**src/rtl/lsu_dmem_master.sv**
```systemverilog
// RV32I load/store unit master for a single-cycle data memory.
// Each request is checked, issued as one ACCESS cycle, then held in RESP until the consumer takes it.
module lsu_dmem_master #(
  parameter logic [31:0] BASE_ADDR   = 32'h0000_0000,
  parameter int unsigned DEPTH_WORDS = 32'd256
) (
  input  logic        clk,
  input  logic        rst,
  input  logic        req_valid,
  output logic        req_ready,
  input  logic        req_we,
  input  logic [2:0]  req_funct3,
  input  logic [31:0] req_addr,
  input  logic [31:0] req_wdata,
  output logic [31:0] mem_addr,
  output logic [31:0] mem_wd,
  output logic [3:0]  mem_be,
  output logic        mem_we,
  input  logic [31:0] mem_rd,
  output logic        rsp_valid,
  input  logic        rsp_ready,
  output logic [31:0] rsp_rdata,
  output logic        rsp_err
);

  typedef enum logic [1:0] {
    IDLE   = 2'd0,
    ACCESS = 2'd1,
    RESP   = 2'd2
  } state_e;

  localparam logic [2:0]  F3_B       = 3'd0;
  localparam logic [2:0]  F3_H       = 3'd1;
  localparam logic [2:0]  F3_W       = 3'd2;
  localparam logic [2:0]  F3_BU      = 3'd4;
  localparam logic [2:0]  F3_HU      = 3'd5;
  localparam logic [31:0] SPAN_BYTES = 32'(DEPTH_WORDS) << 2;

  // Offset is taken modulo 2^32 so addresses below BASE_ADDR wrap high and fail the range test.
  function automatic logic access_error(input logic we, input logic [2:0] funct3,
                                        input logic [31:0] addr);
    logic        bad_code;
    logic        misaligned;
    logic [31:0] offset;
    offset = addr - BASE_ADDR;
    case (funct3)
      F3_B:    begin bad_code = 1'b0; misaligned = 1'b0;                end
      F3_H:    begin bad_code = 1'b0; misaligned = addr[0];             end
      F3_W:    begin bad_code = 1'b0; misaligned = (addr[1:0] != 2'b00); end
      F3_BU:   begin bad_code = we;   misaligned = 1'b0;                end
      F3_HU:   begin bad_code = we;   misaligned = addr[0];             end
      default: begin bad_code = 1'b1; misaligned = 1'b0;                end
    endcase
    return bad_code | misaligned | (offset >= SPAN_BYTES);
  endfunction

  function automatic logic [3:0] store_be(input logic [2:0] funct3, input logic [1:0] lane);
    case (funct3)
      F3_B:    return 4'b0001 << lane;
      F3_H:    return 4'b0011 << lane;
      F3_W:    return 4'b1111;
      default: return 4'b0000;
    endcase
  endfunction

  function automatic logic [31:0] store_wd(input logic [2:0] funct3, input logic [31:0] wdata);
    case (funct3)
      F3_B:    return {4{wdata[7:0]}};
      F3_H:    return {2{wdata[15:0]}};
      F3_W:    return wdata;
      default: return 32'h0000_0000;
    endcase
  endfunction

  function automatic logic [31:0] load_extend(input logic [2:0] funct3, input logic [1:0] lane,
                                              input logic [31:0] rd);
    logic [7:0]  lane_byte;
    logic [15:0] lane_half;
    case (lane)
      2'd0:    lane_byte = rd[7:0];
      2'd1:    lane_byte = rd[15:8];
      2'd2:    lane_byte = rd[23:16];
      default: lane_byte = rd[31:24];
    endcase
    lane_half = lane[1] ? rd[31:16] : rd[15:0];
    case (funct3)
      F3_B:    return {{24{lane_byte[7]}}, lane_byte};
      F3_H:    return {{16{lane_half[15]}}, lane_half};
      F3_W:    return rd;
      F3_BU:   return {24'h00_0000, lane_byte};
      F3_HU:   return {16'h0000, lane_half};
      default: return 32'h0000_0000;
    endcase
  endfunction

  state_e      state_q, state_d;
  logic        we_q, we_d;
  logic [2:0]  funct3_q, funct3_d;
  logic [31:0] addr_q, addr_d;
  logic [31:0] wdata_q, wdata_d;
  logic        err_q, err_d;
  logic [31:0] rsp_rdata_q, rsp_rdata_d;
  logic        rsp_err_q, rsp_err_d;
  logic        mem_active;
  logic        store_active;

  // Next-state logic: request capture in IDLE, response capture at the end of ACCESS.
  always_comb begin
    state_d     = state_q;
    we_d        = we_q;
    funct3_d    = funct3_q;
    addr_d      = addr_q;
    wdata_d     = wdata_q;
    err_d       = err_q;
    rsp_rdata_d = rsp_rdata_q;
    rsp_err_d   = rsp_err_q;
    case (state_q)
      IDLE: begin
        if (req_valid) begin
          we_d     = req_we;
          funct3_d = req_funct3;
          addr_d   = req_addr;
          wdata_d  = req_wdata;
          err_d    = access_error(req_we, req_funct3, req_addr);
          state_d  = ACCESS;
        end else begin
          state_d = IDLE;
        end
      end
      ACCESS: begin
        rsp_err_d = err_q;
        if (err_q || we_q) begin
          rsp_rdata_d = 32'h0000_0000;
        end else begin
          rsp_rdata_d = load_extend(funct3_q, addr_q[1:0], mem_rd);
        end
        state_d = RESP;
      end
      RESP: begin
        if (rsp_ready) begin
          state_d = IDLE;
        end else begin
          state_d = RESP;
        end
      end
      default: state_d = IDLE;
    endcase
  end

  // State and request/response registers with synchronous reset.
  always_ff @(posedge clk) begin
    if (rst) begin
      state_q     <= IDLE;
      we_q        <= 1'b0;
      funct3_q    <= 3'd0;
      addr_q      <= 32'h0000_0000;
      wdata_q     <= 32'h0000_0000;
      err_q       <= 1'b0;
      rsp_rdata_q <= 32'h0000_0000;
      rsp_err_q   <= 1'b0;
    end else begin
      state_q     <= state_d;
      we_q        <= we_d;
      funct3_q    <= funct3_d;
      addr_q      <= addr_d;
      wdata_q     <= wdata_d;
      err_q       <= err_d;
      rsp_rdata_q <= rsp_rdata_d;
      rsp_err_q   <= rsp_err_d;
    end
  end

  // rst gates the memory strobes combinationally so a reset landing in ACCESS cannot write.
  assign mem_active   = (state_q == ACCESS) && !rst && !err_q;
  assign store_active = mem_active && we_q;

  assign req_ready = (state_q == IDLE) && !rst;
  assign mem_addr  = mem_active ? {addr_q[31:2], 2'b00} : 32'h0000_0000;
  assign mem_we    = store_active;
  assign mem_be    = store_active ? store_be(funct3_q, addr_q[1:0]) : 4'b0000;
  assign mem_wd    = store_active ? store_wd(funct3_q, wdata_q) : 32'h0000_0000;
  assign rsp_valid = (state_q == RESP) && !rst;
  assign rsp_rdata = rst ? 32'h0000_0000 : rsp_rdata_q;
  assign rsp_err   = rsp_err_q && !rst;

endmodule
```
**config.mk**
```make
export PLATFORM = sky130hd
export DESIGN_NAME = lsu_dmem_master
export DESIGN_NICKNAME = d
export VERILOG_FILES = /design/src/rtl/lsu_dmem_master.sv
export SDC_FILE = /design/constraint.sdc
export NUM_CORES = 1
export LEC_CHECK = 0
export BUFFER_PORTS_ARGS = -buffer_cell sky130_fd_sc_hd__buf_2
export CAP_MARGIN = 5
export CORE_MARGIN = 4
export CORE_UTILIZATION = 54
export CTS_BUF_LIST = sky130_fd_sc_hd__clkbuf_8
export DETAILED_ROUTE_END_ITERATION = 7
export PLACE_DENSITY = 0.88
export RECOVER_POWER = 100
export SLEW_MARGIN = 20
export SYNTH_ARGS = -nofsm -noshare
export SYNTH_HDL_FRONTEND = slang
export SYNTH_SLANG_ARGS = --single-unit
```
**constraint.sdc**
```tcl
create_clock -name clk -period 2.97 [get_ports clk]
set_clock_uncertainty 0.05 [all_clocks]
set_input_delay 0.297 -clock clk [delete_from_list [all_inputs] [get_ports clk]]
set_output_delay 0.297 -clock clk [all_outputs]
set_load 0.005 [all_outputs]
```
==> run summary <==
Post-DP HPWL = 11300 um
Final global-route overflow total = 0
Number of buffers added to fix hold violations after cts = 0
Die Height = 106 um
Initial Utilization = 55.6%
Clock Tree Root = sky130_fd_sc_hd__clkbuf_8
Number of hold-slack violations in the final timing report = 0
Worst-case register-to-register setup slack = 0.52 ns
DRT iter0 DRCs = 372
Number of distinct library cells after synthesis = 42
Worst rel slew slack = 7.67%
Std-Cell Rows = 35
Crit end category = output port
Final number of max-transition violations = 0
Core outline area = 0.00924 mm^2
Cells traversed along the worst timing path = nor4b_4, nand3b_2, buf_4, a21oi_2, a21boi_0, clkbuf_1
Sequential share of the synthesized area = 40.5%
X dimension of the die = 106 um
Pin count of the biggest net entering global routing = 108
Wire length per cell = 16.3 um
Worst setup SP type = flip-flop
Port buffer count = 205
Count of nets left with antenna violations after detail routing = 0
Post-Synthesis Cell Area = 0.00514 mm^2
Residual DRC = 0
VDD IR max = 0.226 mV
Clock-pin slew of the registers on the worst-case setup and hold paths = 0.10 ns
Start of the worst register-to-register path = state_q[0]
Num CTS Buffers = 9
Placed instance area = 0.00618 mm^2
Cell type with the largest total area after synthesis = sky130_fd_sc_hd__dfxtp_1
Share of the synthesized area in the top cell type = 40.5%
Actual slew at the worst max-slew pin = 1.38 ns
Post-Synthesis Cells = 667
Die footprint = 0.0111 mm^2
Hold depth = 3
Final worst path period share = 85.0%
Setup repair after global routing missed its margin = no
Clock sink count = 104
Number of placed instances with taps included = 953
Top cell family by delay on the critical path = compound AO/OA/AOI/OAI gates
Leading cell type by number of instances after synthesis = sky130_fd_sc_hd__nand2_1
Fin Hold WS = 0.108 ns
Critical path's slowest cell = sky130_fd_sc_hd__dfxtp_1
Max clock buf depth = 2
Via Count = 5447
Status = complete, no violations
Data arrival time of the worst path = 2.18 ns
Logic depth of the worst register-to-register path = 5
Peak clock frequency supported by timing = 396 MHz
Router iterations before antenna repair = 5
Maximum fanout count along the critical path = 27
Clk Latency, worst-skew pair = 0.36 ns
Final weighted congestion in routability-driven placement = 0.961
Share of synthesized flip-flops with an asynchronous set or reset = 0%
End of the worst hold path = wdata_q[2]
Setup Total Neg Slack = 0 ns
CTS tree = yes
Synthesized flop and latch total = 104
Total inserted antenna cells = 0
Data required time of the critical path = 2.62 ns
Overall track demand over capacity in global routing = 27.3%
Final instance area = 0.00630 mm^2
Postcts setup bufs = 0
Area growth syn-to-layout = 22.6%
Detailed Route WL = 15800 um
Mean instance size in the synthesized netlist = 7.71 um^2
H-tree level count = 3
Ratio of cells with drive above 1 in the final layout = 22.9%
Sum of buffers and inverters on the critical path = 2
Largest stage delay on the critical path = 0.45 ns
IO Count = 208
Top cell types by occurrence after synthesis = sky130_fd_sc_hd__nand2_1, sky130_fd_sc_hd__dfxtp_1, sky130_fd_sc_hd__a21oi_1, sky130_fd_sc_hd__nor2b_1, sky130_fd_sc_hd__clkbuf_1
Hold Crit Start = req_wdata[2]
Count of maximum capacitance violations = 0
Net count reported at finish = 940
Leakage = 2.73 nW
Power density over the cells = 460 mW/mm^2
Mean number of vias per cell = 5.62
Most common flop cell mapped by yosys = sky130_fd_sc_hd__dfxtp_1
Via count of the first global-routing pass = 5142
Setup violators final = 0
Initial antenna violation count = 0
Utilization after layout = 68.2%
Yosys synthesis warning count = 0
Post-cts sizing count = 0
Final std cells w/o fill = 970
Number of flops mapped to enable cells by yosys = 0
Endpoint of the lowest-slack register-to-register path = rsp_rdata_q[11]
First-pass GRT wire length = 25000 um
Biggest area contributors in the synthesized netlist = sky130_fd_sc_hd__dfxtp_1, sky130_fd_sc_hd__nand2_1, sky130_fd_sc_hd__a21oi_1
Path type of the worst min-delay path = input pin to flip-flop
Clock period minus worst slack = 2.52 ns
Worst setup path class = flip-flop to output port
==> layout make-up <==
cell class | instances | area, um^2
Multi-Input combinational cell | 505 | 2820
Timing Repair Buffer | 215 | 1040
Fill cell | 815 | 2940
Clock inverter | 6 | 61.3
Inverter | 1 | 3.75
Tap cell | 129 | 161
Clock buffer | 10 | 138
Sequential cell | 104 | 2080
==> flip-flops by register name (all words and copies together), names as in the netlist <==
register	cells
state_q	2
wdata_q	32
funct3_q	3
rsp_err_q	1
rsp_rdata_q	32
addr_q	32
err_q	1
we_q	1
==> worst max path at each step <==
stage                           from        endpoint  slack (ns)  cells past startpoint
after global routing      state_q[0]       mem_be[3]        0.24                      6
after floorplan                  rst       mem_be[3]        1.12                      5
after detailed placement  state_q[0]  rsp_rdata_q[9]        0.66                      5
final                     state_q[0]       mem_be[3]        0.45                      6
after global placement           rst  rsp_rdata_q[9]        0.79                      6
after CTS                 state_q[0]       mem_be[3]        0.39                      6
==> stage by stage <==
stage,total power [mW],setup slack [ns]
floorplan,1.86,1.12
global placement,2.02,0.789
detailed placement,2.04,0.660
CTS,2.91,0.395
global route,3.04,0.236
finish,2.90,0.445
==> power breakdown <==
| part | switching, mW | total, mW | internal (mW) |
|---|---|---|---|
| Sequential | 0.0555 | 1.53 | 1.48 |
| Clock | 0.477 | 0.886 | 0.409 |
| Combinational | 0.276 | 0.482 | 0.206 |
==> layer usage <==
layer  vias to the layer above  wire (um)  track usage, %
met4                         0        528            13.5
met1                      2474       6380            35.0
li1                       2604          -               -
met2                       325       7330            43.2
met5                         -          0               0
met3                        44       1590            6.49
==> cells in the final DEF, fill, tap and decap left out, types with 3 or more instances in the layout <==
master                      synthesis  layout
sky130_fd_sc_hd__clkbuf_1          42      52
sky130_fd_sc_hd__buf_4              5       4
sky130_fd_sc_hd__a21oi_1          103     103
sky130_fd_sc_hd__nor3b_1            3       3
sky130_fd_sc_hd__a211o_1            8       8
sky130_fd_sc_hd__clkbuf_8           0      10
sky130_fd_sc_hd__mux4_2             9       9
sky130_fd_sc_hd__nand2_1          170     170
sky130_fd_sc_hd__and2_0             0      17
sky130_fd_sc_hd__and2_1            40      23
sky130_fd_sc_hd__nor2_1            36      36
sky130_fd_sc_hd__clkbuf_2           1      26
sky130_fd_sc_hd__a222oi_1           7       7
sky130_fd_sc_hd__a2bb2oi_1         16      16
sky130_fd_sc_hd__a22oi_1           16      16
sky130_fd_sc_hd__nor2b_1           43      43
sky130_fd_sc_hd__nor4_1             8       8
sky130_fd_sc_hd__dfxtp_1          104     104
sky130_fd_sc_hd__inv_1              1       3
sky130_fd_sc_hd__buf_2              5     131
sky130_fd_sc_hd__o21ai_0           18      18
==> cell families (layout without fill, tap and decap cells) <==
| kind of cell | after synthesis | count (layout) | share of synthesized area [%] |
|---|---|---|---|
| other cells | 1 | 2 | 0.0729 |
| mux | 10 | 10 | 4.14 |
| simple gates | 318 | 318 | 29.8 |
| flops | 104 | 104 | 40.5 |
| compound gates | 175 | 175 | 20.6 |
| buf+inv | 59 | 232 | 4.82 |
==> tightest hold or removal path, stage by stage <==
cell and delay, ns:
sky130_fd_sc_hd__buf_2 0.09, sky130_fd_sc_hd__nand2_1 0.04, sky130_fd_sc_hd__a21oi_1 0.05
Note: power is estimated with default switching activity, not from simulation.
